<file path="src/rtl/vrf_read_port_scheduler_pkg.sv">
// Shared types and default sizing for the VRF read-port scheduler.
package vrf_read_port_scheduler_pkg;

   localparam int DEF_NUM_REQ      = 4;
   localparam int DEF_READ_LATENCY = 2;
   localparam int DEF_CREDITS      = 4;

   typedef struct packed {
      logic [4:0] vs;
      logic [2:0] offset;
      logic [1:0] readSource;
      logic [2:0] instructionIndex;
   } vrf_rd_req_t;

   function automatic int next_idx(input int idx, input int n);
      return (idx + 1 >= n) ? 0 : idx + 1;
   endfunction

endpackage

</file>
<file path="src/rtl/vrf_read_credit_counter.sv">
// Per-requester response-slot credit counter with sticky overflow flag.
module vrf_read_credit_counter
   import vrf_read_port_scheduler_pkg::*;
#(
   parameter int CREDITS = DEF_CREDITS
) (
   input  logic clock,
   input  logic reset,
   input  logic dec_i,
   input  logic inc_i,
   output logic nonzero_o,
   output logic err_o
);

   localparam int CW = $clog2(CREDITS + 1);

   logic [CW-1:0] cnt_q, cnt_d;
   logic          err_q, err_d;

   // Simultaneous take and return cancel; a return into a full counter is dropped and flagged.
   always_comb begin
      cnt_d = cnt_q;
      err_d = err_q;
      if (inc_i && !dec_i) begin
         if (cnt_q == CW'(CREDITS)) err_d = 1'b1;
         else                       cnt_d = cnt_q + CW'(1);
      end else if (dec_i && !inc_i) begin
         cnt_d = cnt_q - CW'(1);
      end
   end

   always_ff @(posedge clock) begin
      if (reset) begin
         cnt_q <= CW'(CREDITS);
         err_q <= 1'b0;
      end else begin
         cnt_q <= cnt_d;
         err_q <= err_d;
      end
   end

   assign nonzero_o = (cnt_q != '0);
   assign err_o     = err_q;

endmodule

</file>
<file path="src/rtl/vrf_read_port_scheduler.sv">
// Round-robin arbiter sharing one VRF read port among credit-limited requesters,
// with a fixed-latency tag pipe that routes read data back to the winner.
module vrf_read_port_scheduler
   import vrf_read_port_scheduler_pkg::*;
#(
   parameter int NUM_REQ      = DEF_NUM_REQ,
   parameter int READ_LATENCY = DEF_READ_LATENCY,
   parameter int CREDITS      = DEF_CREDITS
) (
   input  logic                   clock,
   input  logic                   reset,
   input  logic [NUM_REQ-1:0]     req_valid,
   output logic [NUM_REQ-1:0]     req_ready,
   input  logic [NUM_REQ*5-1:0]   req_bits_vs,
   input  logic [NUM_REQ*3-1:0]   req_bits_offset,
   input  logic [NUM_REQ*2-1:0]   req_bits_readSource,
   input  logic [NUM_REQ*3-1:0]   req_bits_instructionIndex,
   output logic                   vrfReadRequest_valid,
   input  logic                   vrfReadRequest_ready,
   output logic [4:0]             vrfReadRequest_bits_vs,
   output logic [2:0]             vrfReadRequest_bits_offset,
   output logic [1:0]             vrfReadRequest_bits_readSource,
   output logic [2:0]             vrfReadRequest_bits_instructionIndex,
   input  logic [31:0]            vrfReadResult,
   output logic [NUM_REQ-1:0]     resp_valid,
   output logic [31:0]            resp_data,
   input  logic [NUM_REQ-1:0]     credit_return,
   output logic                   credit_error
);

   localparam int IW = (NUM_REQ > 1) ? $clog2(NUM_REQ) : 1;

   vrf_rd_req_t        req_fields [NUM_REQ];
   vrf_rd_req_t        win_fields;
   logic [NUM_REQ-1:0] has_credit, elig, cnt_err, win_oh;
   logic [IW-1:0]      rr_q, rr_d, win_idx;
   logic               block_q, gate, fire;
   logic               pipe_vld_q [READ_LATENCY];
   logic [NUM_REQ-1:0] pipe_tag_q [READ_LATENCY];

   for (genvar i = 0; i < NUM_REQ; i++) begin : g_req
      assign req_fields[i].vs               = req_bits_vs[i*5 +: 5];
      assign req_fields[i].offset           = req_bits_offset[i*3 +: 3];
      assign req_fields[i].readSource       = req_bits_readSource[i*2 +: 2];
      assign req_fields[i].instructionIndex = req_bits_instructionIndex[i*3 +: 3];
      assign win_oh[i] = (win_idx == IW'(i));

      vrf_read_credit_counter #(.CREDITS(CREDITS)) u_credit (
         .clock     (clock),
         .reset     (reset),
         .dec_i     (req_ready[i]),
         .inc_i     (credit_return[i]),
         .nonzero_o (has_credit[i]),
         .err_o     (cnt_err[i])
      );
   end

   assign elig = req_valid & has_credit;

   always_comb begin : arb
      int   idx;
      logic found;
      idx     = 0;
      found   = 1'b0;
      win_idx = rr_q;
      for (int k = 0; k < NUM_REQ; k++) begin
         idx = (int'(rr_q) + k) % NUM_REQ;
         if (!found && elig[IW'(idx)]) begin
            found   = 1'b1;
            win_idx = IW'(idx);
         end
      end
   end

   // Requests are held off during reset and the cycle after it so the port starts quiet.
   assign gate                 = ~reset & ~block_q;
   assign vrfReadRequest_valid = (|elig) & gate;
   assign fire                 = vrfReadRequest_valid & vrfReadRequest_ready;
   assign req_ready            = win_oh & {NUM_REQ{fire}};

   assign win_fields                           = req_fields[win_idx];
   assign vrfReadRequest_bits_vs               = win_fields.vs;
   assign vrfReadRequest_bits_offset           = win_fields.offset;
   assign vrfReadRequest_bits_readSource       = win_fields.readSource;
   assign vrfReadRequest_bits_instructionIndex = win_fields.instructionIndex;

   assign rr_d = fire ? IW'(next_idx(int'(win_idx), NUM_REQ)) : rr_q;

   always_ff @(posedge clock) begin
      if (reset) begin
         rr_q    <= '0;
         block_q <= 1'b1;
         for (int s = 0; s < READ_LATENCY; s++) pipe_vld_q[s] <= 1'b0;
      end else begin
         rr_q          <= rr_d;
         block_q       <= 1'b0;
         pipe_vld_q[0] <= fire;
         for (int s = 1; s < READ_LATENCY; s++) pipe_vld_q[s] <= pipe_vld_q[s-1];
      end
   end

   always_ff @(posedge clock) begin
      pipe_tag_q[0] <= win_oh;
      for (int s = 1; s < READ_LATENCY; s++) pipe_tag_q[s] <= pipe_tag_q[s-1];
   end

   assign resp_valid   = (pipe_vld_q[READ_LATENCY-1] && gate) ? pipe_tag_q[READ_LATENCY-1] : '0;
   assign resp_data    = vrfReadResult;
   assign credit_error = |cnt_err;

endmodule

</file>
<file path="config.mk">
export PLATFORM = sky130hd
export DESIGN_NAME = vrf_read_port_scheduler
export DESIGN_NICKNAME = d
export VERILOG_FILES = /design/src/rtl/vrf_read_port_scheduler_pkg.sv /design/src/rtl/vrf_read_credit_counter.sv /design/src/rtl/vrf_read_port_scheduler.sv
export SDC_FILE = /design/constraint.sdc
export NUM_CORES = 1
export LEC_CHECK = 0
export ABC_AREA = 1
export BUFFER_PORTS_ARGS = -buffer_cell sky130_fd_sc_hd__buf_4
export CAP_MARGIN = 10
export CELL_PAD_IN_SITES_DETAIL_PLACEMENT = 1
export CELL_PAD_IN_SITES_GLOBAL_PLACEMENT = 1
export CORE_ASPECT_RATIO = 2
export CORE_MARGIN = 5
export CORE_UTILIZATION = 30
export DETAILED_ROUTE_END_ITERATION = 10
export HOLD_SLACK_MARGIN = 0.1
export PLACE_DENSITY_LB_ADDON = 0.1
export SLEW_MARGIN = 20
export SYNTH_ARGS = -nofsm -noshare
export SYNTH_HDL_FRONTEND = slang
export SYNTH_SLANG_ARGS = --single-unit
</file>
<file path="constraint.sdc">
create_clock -name clock -period 8.3 [get_ports clock]
set_clock_uncertainty 0.2 [all_clocks]
set_input_delay 0.415 -clock clock [delete_from_list [all_inputs] [get_ports clock]]
set_output_delay 0.415 -clock clock [all_outputs]
set_load 0.01 [all_outputs]
</file>
# ---- Word-level counts from Yosys, hierarchy flattened
# Memory sizes are Yosys's and may differ from the RTL's.
# Index checks and enable logic that the tools add are counted.
dict set report classes {
  n_addsub 12
  n_lt_le_gt_ge 6
  eq_ne 11
  n_mux 40
  bitwise 10
  reduce_logical 42
}
# cell n
set op_table {}
lappend op_table {{$mux W3} 12}
lappend op_table {{$bmux W13 S2} 1}
lappend op_table {{$mux W13} 2}
lappend op_table {{$lt A2 B4 Y1 const B} 4}
lappend op_table {{$mux W1} 16}
lappend op_table {{$reduce_and A2 Y1} 8}
lappend op_table {{$add A3 B1 Y3 const B} 4}
lappend op_table {{$eq A3 B3 Y1 const B} 4}
lappend op_table {{$logic_and A1 B1 Y1} 12}
lappend op_table {{$reduce_bool A3 Y1} 4}
lappend op_table {{$sub A3 B1 Y3 const B} 4}
lappend op_table {{$logic_not A1 Y1} 11}
lappend op_table {{$and A4 B4 Y4} 2}
lappend op_table {{$bmux W1 S2} 4}
lappend op_table {{$mux W2} 4}
lappend op_table {{$ne A2 B2 Y1 const B} 4}
lappend op_table {{$reduce_bool A2 Y1} 4}
lappend op_table {{$reduce_or A4 Y1} 2}
lappend op_table {{$ge A3 B3 Y1 const B} 2}
lappend op_table {{$add A2 B2 Y2 const B} 2}
lappend op_table {{$eq A2 B2 Y1 const B} 2}
lappend op_table {{$mux W4} 1}
lappend op_table {{$add A2 B1 Y3 const B} 1}
lappend op_table {{$and A1 B1 Y1} 3}
lappend op_table {{6 further kinds} 8}
dict set report totals {
  register_bits 19
  ramBits 10
  mem_count 2
}
# name words word_bits read_ports rd_ports_with_merged_regs write_ports line_no
set mem_list {}
lappend mem_list {pipe_tag_q 2 4 2 0 2 vrf_read_port_scheduler.sv:39} ;# logic [NUM_REQ-1:0] pipe_tag_q [READ_LATENCY];
lappend mem_list {pipe_vld_q 2 1 2 0 2 vrf_read_port_scheduler.sv:38} ;# logic pipe_vld_q [READ_LATENCY];

# ---- Logic depth before layout (Yosys ltp)
# Gate-level depths: netlist of run 1.
dict set report logic_depth {
  ltp_word 21
  depth_mapped 22
}

# ---- By module
# Synthesis of run 1 repeated with hierarchy kept, for this count alone.
dict set report unflattened {
  hier_cells 423
  hier_area_um2 2746.4
}
# mod instances cells_per_inst area_each_um2 seq_area_each_um2
set by_module_without_submodules {}
lappend by_module_without_submodules {vrf_read_port_scheduler 1 279 1715.4 260.2}
lappend by_module_without_submodules {vrf_read_credit_counter 4 36 257.7 80.1}

# ---- Worst setup path before layout of run 1
# Ideal clock, no wire load.
dict set report synth_timing {
  kind {flip-flop to flip-flop}
  start {register rr_q[0]}
  end {register g_req[2].u_credit.cnt_q[2]}
  arrival_ps 2817
  slack_ps 5217
  stages_incl_launch_ff 20
  n_path_buf 2
  period_less_slack_ps 3083
  path_cell_list {dfxtp_1 buf_2 xor2_2 inv_2 nand3_2 nand2_2 and2_4 nand2_4 nand3_1 nand2_4 inv_1 buf_4 ha_1 nand2_1 nand2_1 fa_1 nand2_1 o21ai_0 or2_2 nand3_1}
}
dict set report synth_via {
  elab_chain_cells 19
  elab_cells_between_ends 36
  classes_between {3 x add/sub; 2 x eq/ne; 19 x mux; 1 x bitwise; 11 x reduce/logical}
}
# item line_no
set synth_rtl {}
lappend synth_rtl {{start: declaration} vrf_read_port_scheduler.sv:36} ;# logic [IW-1:0] rr_q, rr_d, win_idx;
lappend synth_rtl {{start signal: assignment} vrf_read_port_scheduler.sv:95} ;# rr_q <= rr_d;
lappend synth_rtl {{branches (longest 12 deep; another with $add A2 B1 Y2)} n/a}
lappend synth_rtl {{$mux W2 (*)} vrf_read_port_scheduler.sv:68} ;# if (!found && elig[IW'(idx)]) begin
lappend synth_rtl {{$eq A2 B2 Y1 (*)} vrf_read_port_scheduler.sv:46} ;# assign win_oh[i] = (win_idx == IW'(i));
lappend synth_rtl {{via win_oh[2]} vrf_read_port_scheduler.sv:35} ;# logic [NUM_REQ-1:0] has_credit, elig, cnt_err, win_oh;
lappend synth_rtl {{$and A4 B4 Y4 (*)} vrf_read_port_scheduler.sv:79} ;# assign req_ready = win_oh & {NUM_REQ{fire}};
lappend synth_rtl {{$logic_not A1 Y1} vrf_read_credit_counter.sv:24} ;# if (inc_i && !dec_i) begin
lappend synth_rtl {{$logic_and A1 B1 Y1} vrf_read_credit_counter.sv:24}
lappend synth_rtl {{$ne A2 B2 Y1 (no source line) or $reduce_bool A2 Y1 (tied branches)} n/a}
lappend synth_rtl {{$reduce_and A2 Y1 (no source line)} n/a}
lappend synth_rtl {{end signal: assignment} vrf_read_credit_counter.sv:34} ;# cnt_q <= CW'(CREDITS);
lappend synth_rtl {{end signal: assignment} vrf_read_credit_counter.sv:37} ;# cnt_q <= cnt_d;
lappend synth_rtl {{end: declaration} vrf_read_credit_counter.sv:17} ;# logic [CW-1:0] cnt_q, cnt_d;
# Mark *: on every way through the listed nets, which the timed path passes. The select of a mux whose other input is x is not followed.
# A chain may end at the register's enable or synchronous reset.

# ---- Worst setup path after layout of run 1
# Ends and elaborated chain as after synthesis.

==> results of run 1 <==
-- area by class of cell --
cell class	instances	share of cell area (%)
Multi-Input combinational cell	218	44.0
Timing Repair Buffer	85	22.0
Sequential cell	29	20.0
Inverter	37	4.97
Clock buffer	5	4.32
Tap cell	94	4.06
Clock inverter	3	0.605
-- per-stage QoR --
step	hold WS, ns	cell area [µm²]	worst slack, ns
finish	0.125	2900	4.71
floorplan	0.110	2320	5.22
detailed placement	0.117	2750	4.68
global placement	0.114	2750	4.76
CTS	0.129	2900	4.66
global route	0.131	2900	4.34
-- synth_stat cells (5+ instances only) --
library cell  number  area, µm²
o21ai_1           11       55.1
nand2_1           57        214
nand2_4            6       67.6
nand3_2            5       50.1
a21oi_1           11       55.1
inv_2              5       18.8
buf_4             37        278
dfxtp_1           29        581
o21ai_0           22        110
nand2_2            5       31.3
nand3_1           34        170
inv_1             29        109
nand4_1            5       31.3
nor2_1            31        116
a22oi_2            9        113
-- per-layer routing --
layer / routed length [µm] / GRT usage [%] / part of all wire [%] / up-vias
li1: - / - / - / 1129
met1: 2310 / 14.2 / 30 / 1092
met2: 4710 / 34.1 / 62 / 72
met3: 424 / 4.43 / 5.6 / 8
met4: 171 / 7.11 / 2.2 / 0
met5: 0 / 0 / 0 / -
-- final timing paths --
kind,startpoint,endpoint,slack (ns),cells after the start
worst max-delay path,rr_q[0],g_req[2].u_credit.cnt_q[2],4.71,18
worst min-delay path,pipe_tag_q[0][1],pipe_tag_q[0][5],0.12,0
worst max register to register,rr_q[0],g_req[2].u_credit.cnt_q[2],4.71,18
worst min register to register,pipe_tag_q[0][1],pipe_tag_q[0][5],0.12,0
-- placed cells by master (no fill, tap or decap), types with 2 or more instances in the layout --
| cell | instances |
|---|---|
| o21ai_0 | 22 |
| nand4_1 | 5 |
| fa_1 | 4 |
| clkbuf_16 | 5 |
| inv_4 | 2 |
| nand3_1 | 34 |
| clkinv_2 | 2 |
| a21oi_1 | 11 |
| inv_2 | 5 |
| ha_1 | 2 |
| nor2_4 | 2 |
| o21ai_1 | 11 |
| a22oi_2 | 9 |
| nor2_1 | 31 |
| nand3_2 | 5 |
| nand2_1 | 57 |
| inv_1 | 29 |
| a22oi_1 | 4 |
| dfxtp_1 | 29 |
| nand2_4 | 6 |
| buf_4 | 85 |
| nand2_2 | 5 |
-- report_power, final --
part	leakage, µW	internal [µW]	switching, µW
sequential	0.000239	184	31.1
clock	0.0000696	110	64.1
combinational	0.00113	183	268
total	0.00144	476	363
-- cell families (layout without fill, tap and decap cells) --
group	count (synthesis)	after routing	synth area share [%]
DFF	29	29	25.0
AOI/OAI and AO/OA	57	57	15.6
adders and majority gates	6	6	4.53
and+or+nand+nor	154	154	34.0
xor gates and xnor gates	1	1	0.701
buffers and inverters	81	130	20.1
-- registers in the layout, summed over array words and instances (netlist names) --
| signal | count |
|---|---|
| block_q | 1 |
| pipe_tag_q | 8 |
| g_req.u_credit.err_o | 4 |
| g_req.u_credit.cnt_q | 12 |
| pipe_vld_q | 2 |
| rr_q | 2 |
==> metrics.md, run 1 <==
| Metric | Value |
|---|---|
| Total half-perimeter wirelength after legalization and detailed placement | 6510 µm |
| Core region area | 7600 µm² |
| Startpoint type of the worst setup path | register |
| Via count of the first global-routing pass | 2,579 |
| Number of nets in the final layout | 477 |
| Horizontal extent of the die | 72.2 µm |
| Number of enable-type register cells in the synthesized netlist | 0 |
| Combined buffer and inverter count along the critical path | 3 |
| Post-Syn Area per Cell | 7.08 µm² |
| Instance count of the mapped netlist | 328 |
| Vias per inst | 4.89 |
| Net Count, Synth | 429 |
| Buffer type at the clock tree root | clkbuf_16 |
| Main synth FF type | dfxtp_1 |
| Length of the first detailed-routing pass in iterations | 4 |
| First-pass GRT wire length | 12,400 µm |
| CTS tree | yes |
| Master of the slowest instance on the critical path | dfxtp_1 |
| Max_slew headroom | 74.4% |
| RD Place Congestion | 0.825 |
| Worst-path clk slew | 0.05 ns |
| Count of buffers inserted at the top-level ports | 85 |
| Total negative slack | 0 ns |
| Nature of the critical path endpoint | register |
| Static leakage power | 0.00144 µW |
| Worst path most repeated cell | nand2_1 |
| Peak supply drop | 0.105 mV |
| Run status | finished, final reports clean |
| Routed len/inst | 16.2 µm |
| Endpoints failing hold | 0 |
| Number of antenna violations at the first check in global routing | 0 |
| CP arrival | 3.60 ns |
| Number of H-tree branching levels | 2 |
| Antenna Nets Post-Route | 0 |
| Final cell count without fillers | 471 |
| Cells along the critical path | inv_1, nand3_1, nand3_1, nand2_1, and2_4, nand2_4, inv_2, nand2_1, nand2_4, inv_1, ha_1, nand2_1, nand2_1, fa_1, nand2_1, o21ai_0, or2_2, nand3_1 |
| Maxcap violations | 0 |
| Height of the chip | 134 µm |
| Number of buffers created by CTS | 5 |
| Max Fanout on Critical Path | 15 |
| Type of the most critical hold path | reg -> reg |
| Multi-input combinational cell area | 1270 µm² |
| Number of DRC violations after detailed routing | 0 |
| Count of fill cells added during filler insertion | 1,006 |
| Data required time at the worst endpoint | 8.31 ns |
| Register area | 581 µm² |
| Pins Over Slew Limit | 0 |
| Number of synthesis warnings | 0 |
| Initial Util | 30.5% |
| Critical path class | reg -> reg |
| Kind of cell adding the most delay to the critical path | simple AND/OR/NAND/NOR gates |
| Final setup vio count | 0 |
| Register area share after synthesis | 25.0% |
| Unrepaired setup endpoints after global routing | false |
| Via Count | 2,301 |
| Num rows | 45 |
| Overall power after layout | 840 µW |
| Register bit count reported by yosys | 29 |
| Buffers from clock root to sink, at most | 2 |
| Cts hold-fix bufs | 0 |
| Pin count of the biggest net entering global routing | 20 |
| Fraction of layout instances using a drive strength above 1 | 35.0% |
| Largest stage delay on the critical path | 0.52 ns |
| Total gr overflow | 0 |
| Post-layout min period | 3.59 ns |
| Post-CTS Setup Bufs | 0 |
| Power Density | 290 nW/µm² |
| Post-cts resize count | 0 |
| Mapped Area | 2320 µm² |
| Total global routing track utilization | 16.7% |
| Highest achievable clock rate | 278 MHz |
| Total wirelength of the detailed-routed design | 7620 µm |
| Proportion of register bits with asynchronous set or reset after synthesis | 0% |
| Number of top-level design ports | 150 |
| Overall die area | 9700 µm² |
| Placed cell count | 463 |
| Antenna cell count | 0 |
| Transition time of the tightest slew-check pin | 0.384 ns |
| Area growth syn-to-layout | 24.8% |
| Post-route fraction of the period consumed by the critical path | 43.3% |
| Worst-Skew Late Latency | 0.28 ns |
| Iter 0 DRT Violations | 73 |
| Post-layout util | 38.1% |
| Number of sinks on the clock net | 29 |
| Unique cell type count in the Yosys netlist | 34 |
(Power assumes the default switching activity.)
==> run 2: changes to the inputs <==
--- a/config.mk
+++ b/config.mk
@@ -12,7 +12,7 @@
 export CELL_PAD_IN_SITES_GLOBAL_PLACEMENT = 1
 export CORE_ASPECT_RATIO = 2
 export CORE_MARGIN = 5
-export CORE_UTILIZATION = 30
+export CORE_UTILIZATION = 25
 export DETAILED_ROUTE_END_ITERATION = 10
 export HOLD_SLACK_MARGIN = 0.1
 export PLACE_DENSITY_LB_ADDON = 0.1
==> constraint.sdc (replaced) <==
create_clock -name clock -period 3.2 [get_ports clock]
set_clock_uncertainty 0.2 [all_clocks]
set_input_delay 0.16 -clock clock [delete_from_list [all_inputs] [get_ports clock]]
set_output_delay 0.16 -clock clock [all_outputs]
set_load 0.01 [all_outputs]
==> run 2 against run 1 <==
  * Utilization is 2.9 points lower
  * First-iteration DRC count is 51% lower
  * Wire length is 7.5% higher
  * Hold slack worse by 0.0050 ns
  * Critical path depth stayed put
  * Non-clock buffer count is 18 higher
  * Critical path type unchanged
  * Largest power group unchanged
==> metrics.md, run 2 (synthesized netlist as in run 1, its figures left out) <==
| Metric | Value |
|---|---|
| Run status | finished, final reports clean |
| Count of buffers inserted at the top-level ports | 85 |
| Number of H-tree branching levels | 2 |
| Total half-perimeter wirelength after legalization and detailed placement | 6970 µm |
| Worst path most repeated cell | nand2_2 |
| Total gr overflow | 0 |
| Vias per inst | 4.74 |
| Number of DRC violations after detailed routing | 0 |
| Routed len/inst | 16.5 µm |
| Register containing the most flip-flops in the final layout | g_req.u_credit.cnt_q |
| Post-layout min period | 2.91 ns |
| Placed cell count | 483 |
| Transition time of the tightest slew-check pin | 0.357 ns |
| Via Count | 2,356 |
| FF-to-FF setup slack | 0.29 ns |
| Iter 0 DRT Violations | 36 |
| Worst min-delay path startpoint | vrfReadResult[23] |
| Antenna cell count | 0 |
| Power Density | 740 nW/µm² |
| Overall die area | 11,400 µm² |
| Post-route cell area | 3170 µm² |
| Peak supply drop | 0.272 mV |
| Master of the slowest instance on the critical path | fa_2 |
| Nature of the critical path endpoint | register |
| Total global routing track utilization | 14.5% |
| Height of the chip | 146 µm |
| Number of nets in the final layout | 495 |
| RD Place Congestion | 0.835 |
| Number of flip-flops in the largest register | 12 |
| Unrepaired setup endpoints after global routing | false |
| Buffer type at the clock tree root | clkbuf_16 |
| Via count of the first global-routing pass | 2,641 |
| Leading cell types in the layout, fill and taps excluded | buf_4 (99), nand2_1 (48), nand3_1 (29), inv_1 (28), nor2_1 (27) |
| Type of the most critical hold path | in -> out |
| Post-route fraction of the period consumed by the critical path | 91.0% |
| Total wirelength of the detailed-routed design | 8190 µm |
| CTS tree | yes |
| Number of sinks on the clock net | 29 |
| Max Fanout on Critical Path | 6 |
| Most frequent standard cell in the layout excluding fill and tap cells | buf_4 |
| Pins Over Slew Limit | 0 |
| Num rows | 49 |
| Cell count of the worst reg-to-reg path | 18 |
| CP arrival | 2.92 ns |
| Number of buffers created by CTS | 5 |
| CP Depth | 18 |
| Max_slew headroom | 76.1% |
| Number of top-level design ports | 150 |
| Area growth syn-to-layout | 36.7% |
| Worst hold path endpoint | resp_data[23] |
| Area after DPL | 2850 µm² |
| Horizontal extent of the die | 78.1 µm |
| Largest stage delay on the critical path | 0.35 ns |
| Highest achievable clock rate | 343 MHz |
| Data required time at the worst endpoint | 3.21 ns |
| Static leakage power | 0.00155 µW |
| Kind of cell adding the most delay to the critical path | simple AND/OR/NAND/NOR gates |
| Cells along the critical path | buf_4, inv_1, nand3_1, nand2_2, and2_4, nand2_4, inv_2, nand2_1, nand2_4, inv_1, ha_2, nand2_2, nand2_2, fa_2, nand2_1, o21ai_0, or2_2, nand3_1 |
| Number of antenna violations at the first check in global routing | 0 |
| Worst-path clk slew | 0.05 ns |
| Pin count of the biggest net entering global routing | 15 |
| Buffers from clock root to sink, at most | 2 |
| Antenna Nets Post-Route | 0 |
| Maxcap violations | 0 |
| Final setup vio count | 0 |
| Length of the first detailed-routing pass in iterations | 4 |
| Post-layout util | 35.2% |
| Final cell count without fillers | 497 |
| Endpoints failing hold | 0 |
| First-pass GRT wire length | 13,100 µm |
| Startpoint type of the worst setup path | register |
| Initial Util | 25.8% |
| Critical path class | reg -> reg |
| Combined buffer and inverter count along the critical path | 4 |
| Worst-Skew Late Latency | 0.28 ns |
| Fraction of layout instances using a drive strength above 1 | 44.8% |
| Number of cells traversed by the worst hold path | 0 |
| Startpoint of the worst register-to-register path | rr_q[1] |
| Core region area | 9010 µm² |
| Capture point of the worst reg-to-reg path | g_req[2].u_credit.cnt_q[2] |
[run 2: worst register-to-register path: stages (launching register included)]
cell and delay (ns):
dfxtp_2 0.34, buf_4 0.16, inv_1 0.14, nand3_1 0.13, nand2_2 0.12, and2_4 0.19, nand2_4 0.07, inv_2 0.06
nand2_1 0.07, nand2_4 0.07, inv_1 0.08, ha_2 0.19, nand2_2 0.08, nand2_2 0.09, fa_2 0.35, nand2_1 0.07
o21ai_0 0.09, or2_2 0.28, nand3_1 0.07
[run 2: per-stage QoR]
stage | total power, µW | TNS, ns | setup WS [ns] | hold WS (ns)
after global routing | 2560 | 0 | 0.0238 | 0.120
after detailed placement | 1830 | -0.120 | -0.120 | 0.114
final | 2350 | 0 | 0.288 | 0.120
after floorplan | 1390 | 0 | 0.117 | -0.0123
after CTS | 2320 | 0 | 0.00535 | 0.120
after global placement | 1830 | -0.0759 | -0.0759 | 0.113
[run 2: worst max-delay path by stage]
stage | startpoint | to
after floorplan | rr_q[0] | g_req[2].u_credit.cnt_q[2]
after global placement | g_req[3].u_credit.cnt_q[1] | g_req[2].u_credit.cnt_q[2]
after detailed placement | g_req[3].u_credit.cnt_q[1] | g_req[2].u_credit.cnt_q[2]
after CTS | rr_q[1] | g_req[2].u_credit.cnt_q[2]
after global routing | g_req[0].u_credit.cnt_q[0] | g_req[2].u_credit.cnt_q[2]
final | rr_q[1] | g_req[2].u_credit.cnt_q[2]
[run 2: power breakdown]
group,switching (µW),internal [µW]
clock,172,284
combinational,752,563
sequential,90.6,487
[run 2: final cells by class]
| class | instances | area (µm²) |
|---|---|---|
| sequential | 29 | 598 |
| inverter | 37 | 149 |
| timing repair buffer | 103 | 783 |
| clock inverter | 3 | 17.5 |
| clock buffer | 5 | 125 |
| multi-input combinational | 218 | 1370 |
| tap | 102 | 128 |
| fill | 1132 | 5840 |
[run 2: per-layer routing]
layer  vias to the layer above  routed length [µm]  global-route usage [%]
met5                         -                   0                       0
li1                       1161                   -                       -
met4                         0                 212                    6.35
met3                        18                 453                    3.45
met2                        80                5150                    30.2
met1                      1097                2370                    11.8
[run 2: what timing repair did]
action | in CTS | in global routing
resized for setup | 8 | 35
setup buffers | 0 | 2
setup endpoints to repair | 2 | 15
hold endpoints to repair | 10 | 0
hold buffers | 4 | 0
pin swaps | 0 | 6
